==> src/rtl/adpll_lock_detect.sv <==
// Lock detector for the ADPLL phase-error stream: hysteretic lock/unlock FSM
// plus cycle-slip detection with a saturating slip counter.
module adpll_lock_detect #(
  parameter int unsigned LOCK_CNT   = 16,
  parameter int unsigned UNLOCK_CNT = 4,
  parameter int unsigned SLIP_W     = 8
) (
  input  logic              clk,
  input  logic              rst,
  input  logic              clr,
  input  logic              err_valid,
  input  logic [4:0]        err_mag,
  input  logic              err_sign,
  input  logic [4:0]        win,
  output logic              locked,
  output logic [1:0]        state,
  output logic              lock_chg,
  output logic              slip_pulse,
  output logic [SLIP_W-1:0] slip_cnt
);

  typedef enum logic [1:0] {
    UNLOCKED = 2'b00,
    ACQUIRE  = 2'b01,
    LOCKED   = 2'b10,
    HOLD     = 2'b11
  } state_t;

  localparam logic [7:0] LOCK_N   = LOCK_CNT[7:0];
  localparam logic [7:0] UNLOCK_N = UNLOCK_CNT[7:0];
  localparam logic [4:0] SAT_MAG  = 5'd24;

  state_t     cur, nxt;
  logic [7:0] run_cnt, run_nxt;
  logic [7:0] miss_cnt, miss_nxt;
  logic       prev_sat, prev_sign;
  logic       chg_nxt;
  logic       sat, slip, in_win;
  logic [7:0] run_inc, miss_inc;

  // A slip sample is forced out-of-window even if the window covers it.
  assign sat      = err_mag >= SAT_MAG;
  assign slip     = err_valid && sat && prev_sat && (err_sign != prev_sign);
  assign in_win   = (err_mag <= win) && !slip;
  assign run_inc  = run_cnt + 8'd1;
  assign miss_inc = miss_cnt + 8'd1;

  always_comb begin
    nxt      = cur;
    run_nxt  = run_cnt;
    miss_nxt = miss_cnt;
    chg_nxt  = 1'b0;
    if (err_valid) begin
      unique case (cur)
        UNLOCKED: begin
          if (in_win) begin
            nxt     = ACQUIRE;
            run_nxt = 8'd1;
          end
        end
        ACQUIRE: begin
          if (in_win) begin
            if (run_inc == LOCK_N) begin
              nxt     = LOCKED;
              run_nxt = '0;
              chg_nxt = 1'b1;
            end else begin
              run_nxt = run_inc;
            end
          end else begin
            nxt     = UNLOCKED;
            run_nxt = '0;
          end
        end
        LOCKED: begin
          if (!in_win) begin
            nxt      = HOLD;
            miss_nxt = 8'd1;
          end
        end
        HOLD: begin
          if (in_win) begin
            nxt      = LOCKED;
            miss_nxt = '0;
          end else if (miss_inc == UNLOCK_N) begin
            nxt      = UNLOCKED;
            miss_nxt = '0;
            chg_nxt  = 1'b1;
          end else begin
            miss_nxt = miss_inc;
          end
        end
        default: nxt = UNLOCKED;
      endcase
    end
  end

  always_ff @(posedge clk) begin
    if (rst || clr) begin
      cur        <= UNLOCKED;
      run_cnt    <= '0;
      miss_cnt   <= '0;
      prev_sat   <= 1'b0;
      prev_sign  <= 1'b0;
      locked     <= 1'b0;
      lock_chg   <= 1'b0;
      slip_pulse <= 1'b0;
      slip_cnt   <= '0;
    end else begin
      cur        <= nxt;
      run_cnt    <= run_nxt;
      miss_cnt   <= miss_nxt;
      locked     <= nxt[1];
      lock_chg   <= chg_nxt;
      slip_pulse <= slip;
      if (err_valid) begin
        prev_sat  <= sat;
        prev_sign <= err_sign;
      end
      if (slip && (slip_cnt != '1)) slip_cnt <= slip_cnt + 1'b1;
    end
  end

  assign state = cur;

endmodule

==> config.mk <==
export PLATFORM = sky130hd
export DESIGN_NAME = adpll_lock_detect
export DESIGN_NICKNAME = d
export VERILOG_FILES = /design/src/rtl/adpll_lock_detect.sv
export SDC_FILE = /design/constraint.sdc
export NUM_CORES = 1
export LEC_CHECK = 0
export ABC_CLOCK_PERIOD_IN_PS = 3300
export BUFFER_PORTS_ARGS = -buffer_cell sky130_fd_sc_hd__buf_2
export CAP_MARGIN = 20
export CORE_MARGIN = 2
export CORE_UTILIZATION = 42
export CTS_CLUSTER_DIAMETER = 60
export DETAILED_ROUTE_END_ITERATION = 10
export SETUP_SLACK_MARGIN = 0.2
export SLEW_MARGIN = 15
export SYNTH_ARGS = -nofsm -noshare
export SYNTH_HDL_FRONTEND = slang
export SYNTH_SLANG_ARGS = --single-unit
export TNS_END_PERCENT = 10
==> constraint.sdc <==
create_clock -name clk -period 3.3 [get_ports clk]
set_clock_uncertainty 0.05 [all_clocks]
set_input_delay 0.66 -clock clk [delete_from_list [all_inputs] [get_ports clk]]
set_output_delay 0.66 -clock clk [all_outputs]
set_load 0.02 [all_outputs]
## Word-level counts from Yosys, hierarchy flattened

Index checks and enable logic that the tools add are counted.

- Latch bits: 0
- Memories kept: 0
- Word-level logic and storage cells: 60
- Bits of input ports: 15
- Memory bits (read-only): 0
- Flip-flop bits (word level): 30
- Memory bits (writable): 0
- Output and inout bits: 13

- Multipliers: 0
- $lt $le $gt $ge: 2
- Multiplexer cells: 20
- Shift-type cells: 0
- Add/sub/neg operators: 3
- Equality and inequality tests: 11
- Reductions and logical operators: 14
- Div/mod/pow operators: 0
- Bitwise operators: 1

Operators by type and width:

| operator | number |
|---|---|
| 8-bit 2-to-1 mux | 6 |
| 8-bit one-hot mux with 2 select lines | 2 |
| 8-bit by 1-bit adder with 8-bit output (second input constant) | 3 |
| 2-bit 2-to-1 mux | 6 |
| 8-bit by 3-bit == test with 1-bit output (second input constant) | 1 |
| 8-bit by 5-bit == test with 1-bit output (second input constant) | 1 |
| 8-bit != test (second input constant) | 1 |
| 2-bit one-hot mux with 4 select lines | 1 |
| 3-bit != test (second input constant) | 2 |
| 3-bit AND reduction | 2 |
| 5-bit greater-or-equal comparator (second input constant) | 1 |
| 5-bit less-or-equal comparator | 1 |
| 1-bit logical AND | 5 |
| 5-bit AND reduction | 1 |
| 2-bit == test (second input constant) | 2 |
| 1-bit 2-to-1 mux | 4 |
| 2-bit != test (second input constant) | 2 |
| 2-bit nonzero test | 2 |
| 2-bit by 1-bit == test with 1-bit output (second input constant) | 1 |
| 2-bit zero test | 1 |
| 1-bit one-hot mux with 2 select lines | 1 |
| 2-bit OR reduction | 1 |
| 1-bit zero test | 1 |
| 1-bit logical OR | 1 |
| other kinds (2) | 2 |

## Depth between registers and ports, before layout

Gate-level depths: netlist (run 1).

- Word-level depth: 8
- Mapped depth: 9
- Depth with buffers taken out: 8

## Worst setup path before layout (run 1)

No wires, ideal clock.

- Kind: in2reg
- Start: input port win[4]
- End: register run_cnt[4]
- Path slack: 924 ps
- Cell stages on the path: 8
- Path buffers: 0
- Data required time: 3180 ps
- Setup time: 70 ps
- Arrival: 2256 ps
- Path through: inv_1 > ha_1 > and3_1 > o21ai_1 > a32oi_2 > or2_4 > or4_1 > a21oi_1

- Word-level cells in the longest chain between the ends: 4

RTL lines:

| item | RTL line | text |
|---|---|---|
| start: declaration | 14 | `input logic [4:0] win,` |
| 5-bit less-or-equal comparator (*) | 44 | `assign in_win = (err_mag <= win) && !slip;` |
| 1-bit logical AND (*) | 44 |  |
| 8-bit 2-to-1 mux or 2-bit != test (tied branches) | -- |  |
| 8-bit one-hot mux with 2 select lines or 3-bit AND reduction (tied branches) | -- |  |
| end signal: assignment | 111 | `run_cnt <= run_nxt;` |
| end: declaration | 34 | `logic [7:0] run_cnt, run_nxt;` |

Every way passes the cells marked *; elsewhere a longest branch is shown, timed or not.
A chain may end at the register's enable or synchronous reset.

## Worst setup path in the final report (run 1)

- Start: input port err_mag[4]
- End: register run_cnt[4]

- Word-level cells in the longest chain between the ends: 8

RTL lines:

| item | RTL line | text |
|---|---|---|
| start: declaration | 12 | `input logic [4:0] err_mag,` |
| 5-bit greater-or-equal comparator | 42 | `assign sat = err_mag >= SAT_MAG;` |
| 1-bit logical AND (3 in series) | 43 | `assign slip = err_valid && sat && prev_sat && (err_sign != prev_sign);` |
| 1-bit zero test | 44 |  |
| 1-bit logical AND (*) | 44 |  |
| 8-bit 2-to-1 mux or 2-bit != test (tied branches) | -- |  |
| 8-bit one-hot mux with 2 select lines or 3-bit AND reduction (tied branches) | -- |  |

Marked as above.

==> results of run 1 <==
==> critical path: stages <==
cell and delay, ps:
sky130_fd_sc_hd__buf_2 120, sky130_fd_sc_hd__ha_1 310, sky130_fd_sc_hd__and3_1 210, sky130_fd_sc_hd__o21ai_1 90, sky130_fd_sc_hd__a32oi_2 130, sky130_fd_sc_hd__or2_4 360, sky130_fd_sc_hd__or4_1 510, sky130_fd_sc_hd__a21oi_1 130
==> cells in the mapped netlist (7+ instances only) <==
cell type and count:
sky130_fd_sc_hd__nor2_1 18, sky130_fd_sc_hd__ha_1 10, sky130_fd_sc_hd__nand2_1 15, sky130_fd_sc_hd__xnor2_1 7
sky130_fd_sc_hd__a31oi_1 7, sky130_fd_sc_hd__dfxtp_1 30, sky130_fd_sc_hd__a21oi_1 7, sky130_fd_sc_hd__nor3_1 8
sky130_fd_sc_hd__and3_1 8, sky130_fd_sc_hd__nand3_1 14, sky130_fd_sc_hd__inv_1 12
==> cells in the final DEF, fill, tap and decap left out, types with 2 or more instances in the layout <==
master,count
sky130_fd_sc_hd__nand2b_1,2
sky130_fd_sc_hd__nand2_1,15
sky130_fd_sc_hd__or2_0,2
sky130_fd_sc_hd__mux2i_1,4
sky130_fd_sc_hd__o22ai_1,3
sky130_fd_sc_hd__inv_1,12
sky130_fd_sc_hd__xnor2_1,7
sky130_fd_sc_hd__dfxtp_1,30
sky130_fd_sc_hd__o21ai_1,4
sky130_fd_sc_hd__a31oi_1,7
sky130_fd_sc_hd__a22o_1,2
sky130_fd_sc_hd__nand4_1,5
sky130_fd_sc_hd__nor3_1,8
sky130_fd_sc_hd__or2_4,2
sky130_fd_sc_hd__and3_1,8
sky130_fd_sc_hd__ha_1,10
sky130_fd_sc_hd__buf_2,27
sky130_fd_sc_hd__clkinv_2,2
sky130_fd_sc_hd__o21ai_0,2
sky130_fd_sc_hd__nor2_1,18
sky130_fd_sc_hd__a211oi_1,2
sky130_fd_sc_hd__a22oi_1,3
sky130_fd_sc_hd__a21oi_2,2
sky130_fd_sc_hd__xor2_1,5
sky130_fd_sc_hd__and2_1,4
sky130_fd_sc_hd__clkbuf_8,5
sky130_fd_sc_hd__nand3_1,14
sky130_fd_sc_hd__a21oi_1,7
==> final cells by class <==
cell class	instances	area [sq um]
fillers	416	2210
flip-flops and latches	30	600.6
clock buffers	5	68.82
inverters	13	48.80
well taps	52	65.06
multi-input cells	165	1179
clock inverters	3	40.04
repair buffers	28	142.6
==> power groups by stage <==
stage | sequential, mW | combinational [mW] | clock [mW]
after floorplan | 0.375 | 0.0560 | 0
after global placement | 0.376 | 0.0717 | 0
after detailed placement | 0.376 | 0.0715 | 0
after CTS | 0.368 | 0.0717 | 0.383
after global routing | 0.368 | 0.0789 | 0.394
final | 0.368 | 0.0716 | 0.370
==> path summary, 6_finish.rpt <==
check	start	endpoint	depth (start not counted)
setup / recovery	err_mag[4]	run_cnt[4]	8
hold / removal	miss_cnt[7]	miss_cnt[7]	1
setup reg to reg	run_cnt[0]	state[0]	7
hold reg to reg	miss_cnt[7]	miss_cnt[7]	1
==> layer usage <==
metal	up-vias	GRT usage
met5	-	0
met1	755	0.2147
met2	39	0.2551
li1	844	-
met3	10	0.04782
met4	0	0.07128
==> stage by stage <==
stage | instances | total power [mW] | util | hold slack (ps) | cell area (sq um)
after floorplan | 216 | 0.4310 | - | 375.3 | 1901
after global placement | 288 | 0.4477 | 0.4675 | 398.9 | 2036
after detailed placement | 288 | 0.4474 | 0.4675 | 399.3 | 2036
after CTS | 296 | 0.8219 | 0.4925 | 411.5 | 2145
after global routing | 296 | 0.8412 | 0.4925 | 437.1 | 2145
final | 296 | 0.8095 | 0.4925 | 410.7 | 2145
==> flip-flops by register name, summed over array words and instances, names as in the netlist, named ones only <==
| register | flops |
|---|---|
| miss_cnt | 8 |
| slip_pulse | 1 |
| run_cnt | 8 |
| lock_chg | 1 |
| prev_sat | 1 |
| prev_sign | 1 |
| state | 1 |
| slip_cnt | 8 |
==> logic make-up (layout without fill, tap and decap cells) <==
family | Yosys count | count (layout) | share of synthesized area
xor+xnor | 13 | 13 | 0.06386
simple gates | 88 | 88 | 0.2502
flops | 30 | 30 | 0.3160
mux | 4 | 4 | 0.02107
buf+inv | 21 | 49 | 0.06385
fa+ha+maj | 10 | 10 | 0.06583
compound gates | 50 | 50 | 0.2192
==> results.yml, run 1 <==
synthesis:
  syn_nets: 241
  post_synth_inst_count: 216
  edff_count_synth: 0
  synth-main-ff-cell: "sky130_fd_sc_hd__dfxtp_1"
  synth.avg_cell_area_sq_um: 8.799
  number_of_warning_messages_in_the_yosys_log: 0
  ys_seq_elements: 30
  synth-seq-area-share: 0.3160
  post-synth-top-area-cell: "sky130_fd_sc_hd__dfxtp_1"
  synthArstFlopShare: 0
  post_synth_instance_area_sq_um: 1901
  cell_variety_after_synth: 59
  yosys.area.top_type_share: 0.3160
  post_synth_main_area_contributors: "sky130_fd_sc_hd__dfxtp_1 32%, sky130_fd_sc_hd__ha_1 6.6%, sky130_fd_sc_hd__nand3_1 3.7%"
grt:
  first_global_vias: 1517
  grt_start_max_net_pins: 21
  grt_first_pass_wirelength_um: 6720
  grt-ovfl-total: 0
  antenna_found_initial: 0
  grt_util_all_layers: 0.1650
clocking:
  worstSkewPairLatency_ps: 290
  clkSlewWorstSetupHoldPaths_ps: 70
  cts_buffers: 5
  cts_resized: 0
  tritoncts_num_sinks: 30
  clock_tree.root_cell: "sky130_fd_sc_hd__clkbuf_8"
  clock_tree_from_tritoncts: "built"
  max-clock-path-buffers: 2
  cts_setup_buffers: 0
  cts-hold-fix-buffers: 0
  h-tree-depth: 2
routing:
  top_layer_used: "met4"
  drt-wirelength-per-cell_um: 13.28
  drc: 0
  drt_iter0_drc: 80
  drt-pass1-iter-count: 4
  wl_met3_um: 215
  wl_um: 3931
  drtAntennaViolNets: 0
  sum_of_met2_wire_segment_lengths_after_detailed_routing_um: 1726
  routed_via_density: 5.568
  wirelength_met1_um: 1911
  vias: 1648
sta:
  tightest_slew_ps: 620.0
  finalWorstPathRequiredPeriod_ps: 2362
  fmax_mhz: 423.3
  setup_slack_ps: 937.7
  timing.setup.tns_ps: 0
  grt_setup_unrepaired: "no"
  min_period_over_period: 0.7159
  setup_violations: 0
  drv_slew: 0
  hold_violations: 0
  max-slew-margin-rel: 0.5856
floorplan:
  die_height_um: 71.27
  floorplan.initialDensity: 0.4365
  rows: 24
  fp.coreArea_sq_um: 4354
  boundaryPins: 28
  die_w_um: 71.27
  die_area_sq_um: 5079
worst_hold_path:
  hold_class: "flip-flop to flip-flop"
run:
  max_cap_violations: 0
worst_setup_path:
  worst-setup-path-type: "primary input to flip-flop"
  endpoint_kind: "flip-flop"
  critical_path.startpoint_type: "primary input"
  critical_path.max_fanout: 13
  timing.critical_path.required_ps: 3470
  reg2reg_slack_ps: 1210
  worst-endpoint-arrival_ps: 2530
cells_and_area:
  layout_area_overhead_pct: 12.84
  layout-drive-gt1-share: 0.2172
  layout.nets: 268
  antenna_cells: 0
placement:
  detailedPlacementHpwl_um: 2812
  place_ws_ps: 650.4
  io_buffers: 27
  place.gp.congestion: 0.7655
pwr:
  p_seq_frac: 0.454
  net-switching-power_mw: 0.1951
  clock_power_share: 0.457
  p_leak_nw: 0.8550
  vdd.ir_drop.worst_mv: 0.2322
  netSwitchingFraction: 0.2410
  power_frac_comb: 0.089
  power_density_nw_per_um2: 377.5
  power.internal_mw: 0.6143
outcome:
  outcome: "completed"
No activity file was read; power rests on OpenSTA's default activity.
==> run 2: changes to the inputs <==
--- a/config.mk
+++ b/config.mk
@@ -5,7 +5,7 @@
 export SDC_FILE = /design/constraint.sdc
 export NUM_CORES = 1
 export LEC_CHECK = 0
-export ABC_CLOCK_PERIOD_IN_PS = 3300
+export ABC_CLOCK_PERIOD_IN_PS = 1900
 export BUFFER_PORTS_ARGS = -buffer_cell sky130_fd_sc_hd__buf_2
 export CAP_MARGIN = 20
 export CORE_MARGIN = 2
==> constraint.sdc (replaced) <==
create_clock -name clk -period 1.9 [get_ports clk]
set_clock_uncertainty 0.05 [all_clocks]
set_input_delay 0.38 -clock clk [delete_from_list [all_inputs] [get_ports clk]]
set_output_delay 0.38 -clock clk [all_outputs]
set_load 0.02 [all_outputs]
==> run 2 against run 1 <==
Against the previous run:
- highest routed layer unchanged
- cell area rose by 22%
- critical path depth increased by 1
- critical endpoint unchanged
- total power is 64% higher
==> results.yml, run 2 (synthesis results as in run 1) <==
grt:
  grt-ovfl-total: 0
  grt_util_all_layers: 0.1803
  grt_first_pass_wirelength_um: 7452
  grt_start_max_net_pins: 14
  first_global_vias: 1694
  antenna_found_initial: 0
pwr:
  netSwitchingFraction: 0.2563
  p_seq_frac: 0.478
  clock_power_share: 0.360
  power.internal_mw: 0.9863
  finalPower_mw: 1.326
  p_leak_nw: 1.046
  net-switching-power_mw: 0.3400
  power_density_nw_per_um2: 507.7
  power_frac_comb: 0.162
  vdd.ir_drop.worst_mv: 0.3645
clocking:
  max-clock-path-buffers: 2
  tritoncts_num_sinks: 30
  clock_tree.root_cell: "sky130_fd_sc_hd__clkbuf_8"
  cts_buffers: 5
  clock_tree_from_tritoncts: "built"
  clkSlewWorstSetupHoldPaths_ps: 70
  worstSkewPairLatency_ps: 280
  h-tree-depth: 2
cells_and_area:
  final_instance_count_without_filler_cells: 333
  layout.cells.most_common_list: "36 x sky130_fd_sc_hd__buf_4, 26 x sky130_fd_sc_hd__dfxtp_1, 21 x sky130_fd_sc_hd__buf_2"
  biggestRegsByFlops: "miss_cnt: 8 flops, run_cnt: 8 flops, slip_cnt: 8 flops"
  antenna_cells: 0
  layout.nets: 306
  layout-drive-gt1-share: 0.4128
  final_common_cell: "sky130_fd_sc_hd__buf_4"
  layout_area_overhead_pct: 37.46
routing:
  drt_iter0_drc: 79
  drc: 0
  vias: 1777
  wl_um: 4272
  drt-pass1-iter-count: 4
  drt-wirelength-per-cell_um: 12.83
  routed_via_density: 5.336
  drtAntennaViolNets: 0
sta:
  drv_slew: 0
  finalWorstPathRequiredPeriod_ps: 1856
  tightest_slew_ps: 413.6
  grt_setup_unrepaired: "yes"
  setup_violations: 0
  max-slew-margin-rel: 0.7242
  min_period_over_period: 0.9768
  fmax_mhz: 538.8
  hold_violations: 0
placement:
  detailedPlacementHpwl_um: 3123
  numPlacedInstances: 323
  place.gp.congestion: 0.8289
  io_buffers: 27
floorplan:
  floorplan.initialDensity: 0.4365
  boundaryPins: 28
  rows: 24
  die_height_um: 71.27
  die_w_um: 71.27
  fp.coreArea_sq_um: 4354
  die_area_sq_um: 5079
worst_setup_path:
  endpoint_kind: "flip-flop"
  timing.critical_path.required_ps: 2060
  critical_path.max_fanout: 8
  critical_path.startpoint_type: "primary input"
  worst-setup-path-type: "primary input to flip-flop"
  reg2reg_depth: 6
  worst-endpoint-arrival_ps: 2010
worst_hold_path:
  hold_class: "primary input to flip-flop"
  hold-path-cell-count: 3
run:
  max_cap_violations: 0
outcome:
  outcome: "completed"
run 2: per-stage QoR:
| stage | TNS (ps) | instance area (sq um) | hold WS (ps) | setup slack (ps) | utilization |
|---|---|---|---|---|---|
| after floorplan | -130.2 | 1971 | 375.3 | -56.93 | - |
| after global placement | -4274 | 2369 | 391.2 | -290.2 | 0.5440 |
| after detailed placement | -4549 | 2369 | 396.3 | -328.2 | 0.5440 |
| after CTS | 0 | 2529 | 332.8 | 62.61 | 0.5807 |
| after global routing | -29.46 | 2613 | 383.1 | -26.40 | 0.6000 |
| final | 0 | 2613 | 335.8 | 44.15 | 0.6000 |
run 2: final cells by class:
class	count	area, sq um
multi-input combinational	166	1328
inverter	13	61.31
fill	373	1742
clock buffer	5	68.82
sequential	30	610.6
timing repair buffer	65	469.2
tap	52	65.06
clock inverter	2	10.01
run 2: power groups by stage:
| stage | logic, mW | registers (mW) | clock network, mW |
|---|---|---|---|
| 2_1_floorplan | 0.114 | 0.651 | 0 |
| 3_3_place_gp | 0.181 | 0.649 | 0 |
| 3_5_place_dp | 0.182 | 0.649 | 0 |
| 4_1_cts | 0.206 | 0.636 | 0.494 |
| 5_1_grt | 0.235 | 0.634 | 0.525 |
| 6_report | 0.215 | 0.634 | 0.477 |
run 2: repair_timing:
action,4_1_cts,5_1_grt
cloned,1,0
pin swaps,15,15
buffers inserted,2,0
gates resized for setup,15,21
hold buffers,0,0
endpoints found under the setup margin,20,26
run 2: final timing paths:
check	startpoint	end	slack [ps]
worst min register to register	miss_cnt[7]	miss_cnt[7]	410
worst max register to register	run_cnt[1]	state[0]	80
worst max-delay path	win[3]	run_cnt[4]	40
worst min-delay path	err_sign	prev_sign	340
run 2: per-layer routing:
metal / vias up / track usage / wire length (um)
met1: 814 / 0.2412 / 2093
met2: 35 / 0.2932 / 1962
met5: - / 0 / 0
met4: 0 / 0.05870 / 54
met3: 5 / 0.03516 / 162
li1: 923 / - / -
run 2: worst max-delay path: stages:
cell and delay [ps]:
sky130_fd_sc_hd__buf_8 90, sky130_fd_sc_hd__inv_12 30, sky130_fd_sc_hd__ha_4 220, sky130_fd_sc_hd__a21o_1 160
sky130_fd_sc_hd__a21oi_2 170, sky130_fd_sc_hd__a32oi_4 120, sky130_fd_sc_hd__or2_4 310, sky130_fd_sc_hd__or4_1 400
sky130_fd_sc_hd__a21oi_1 130
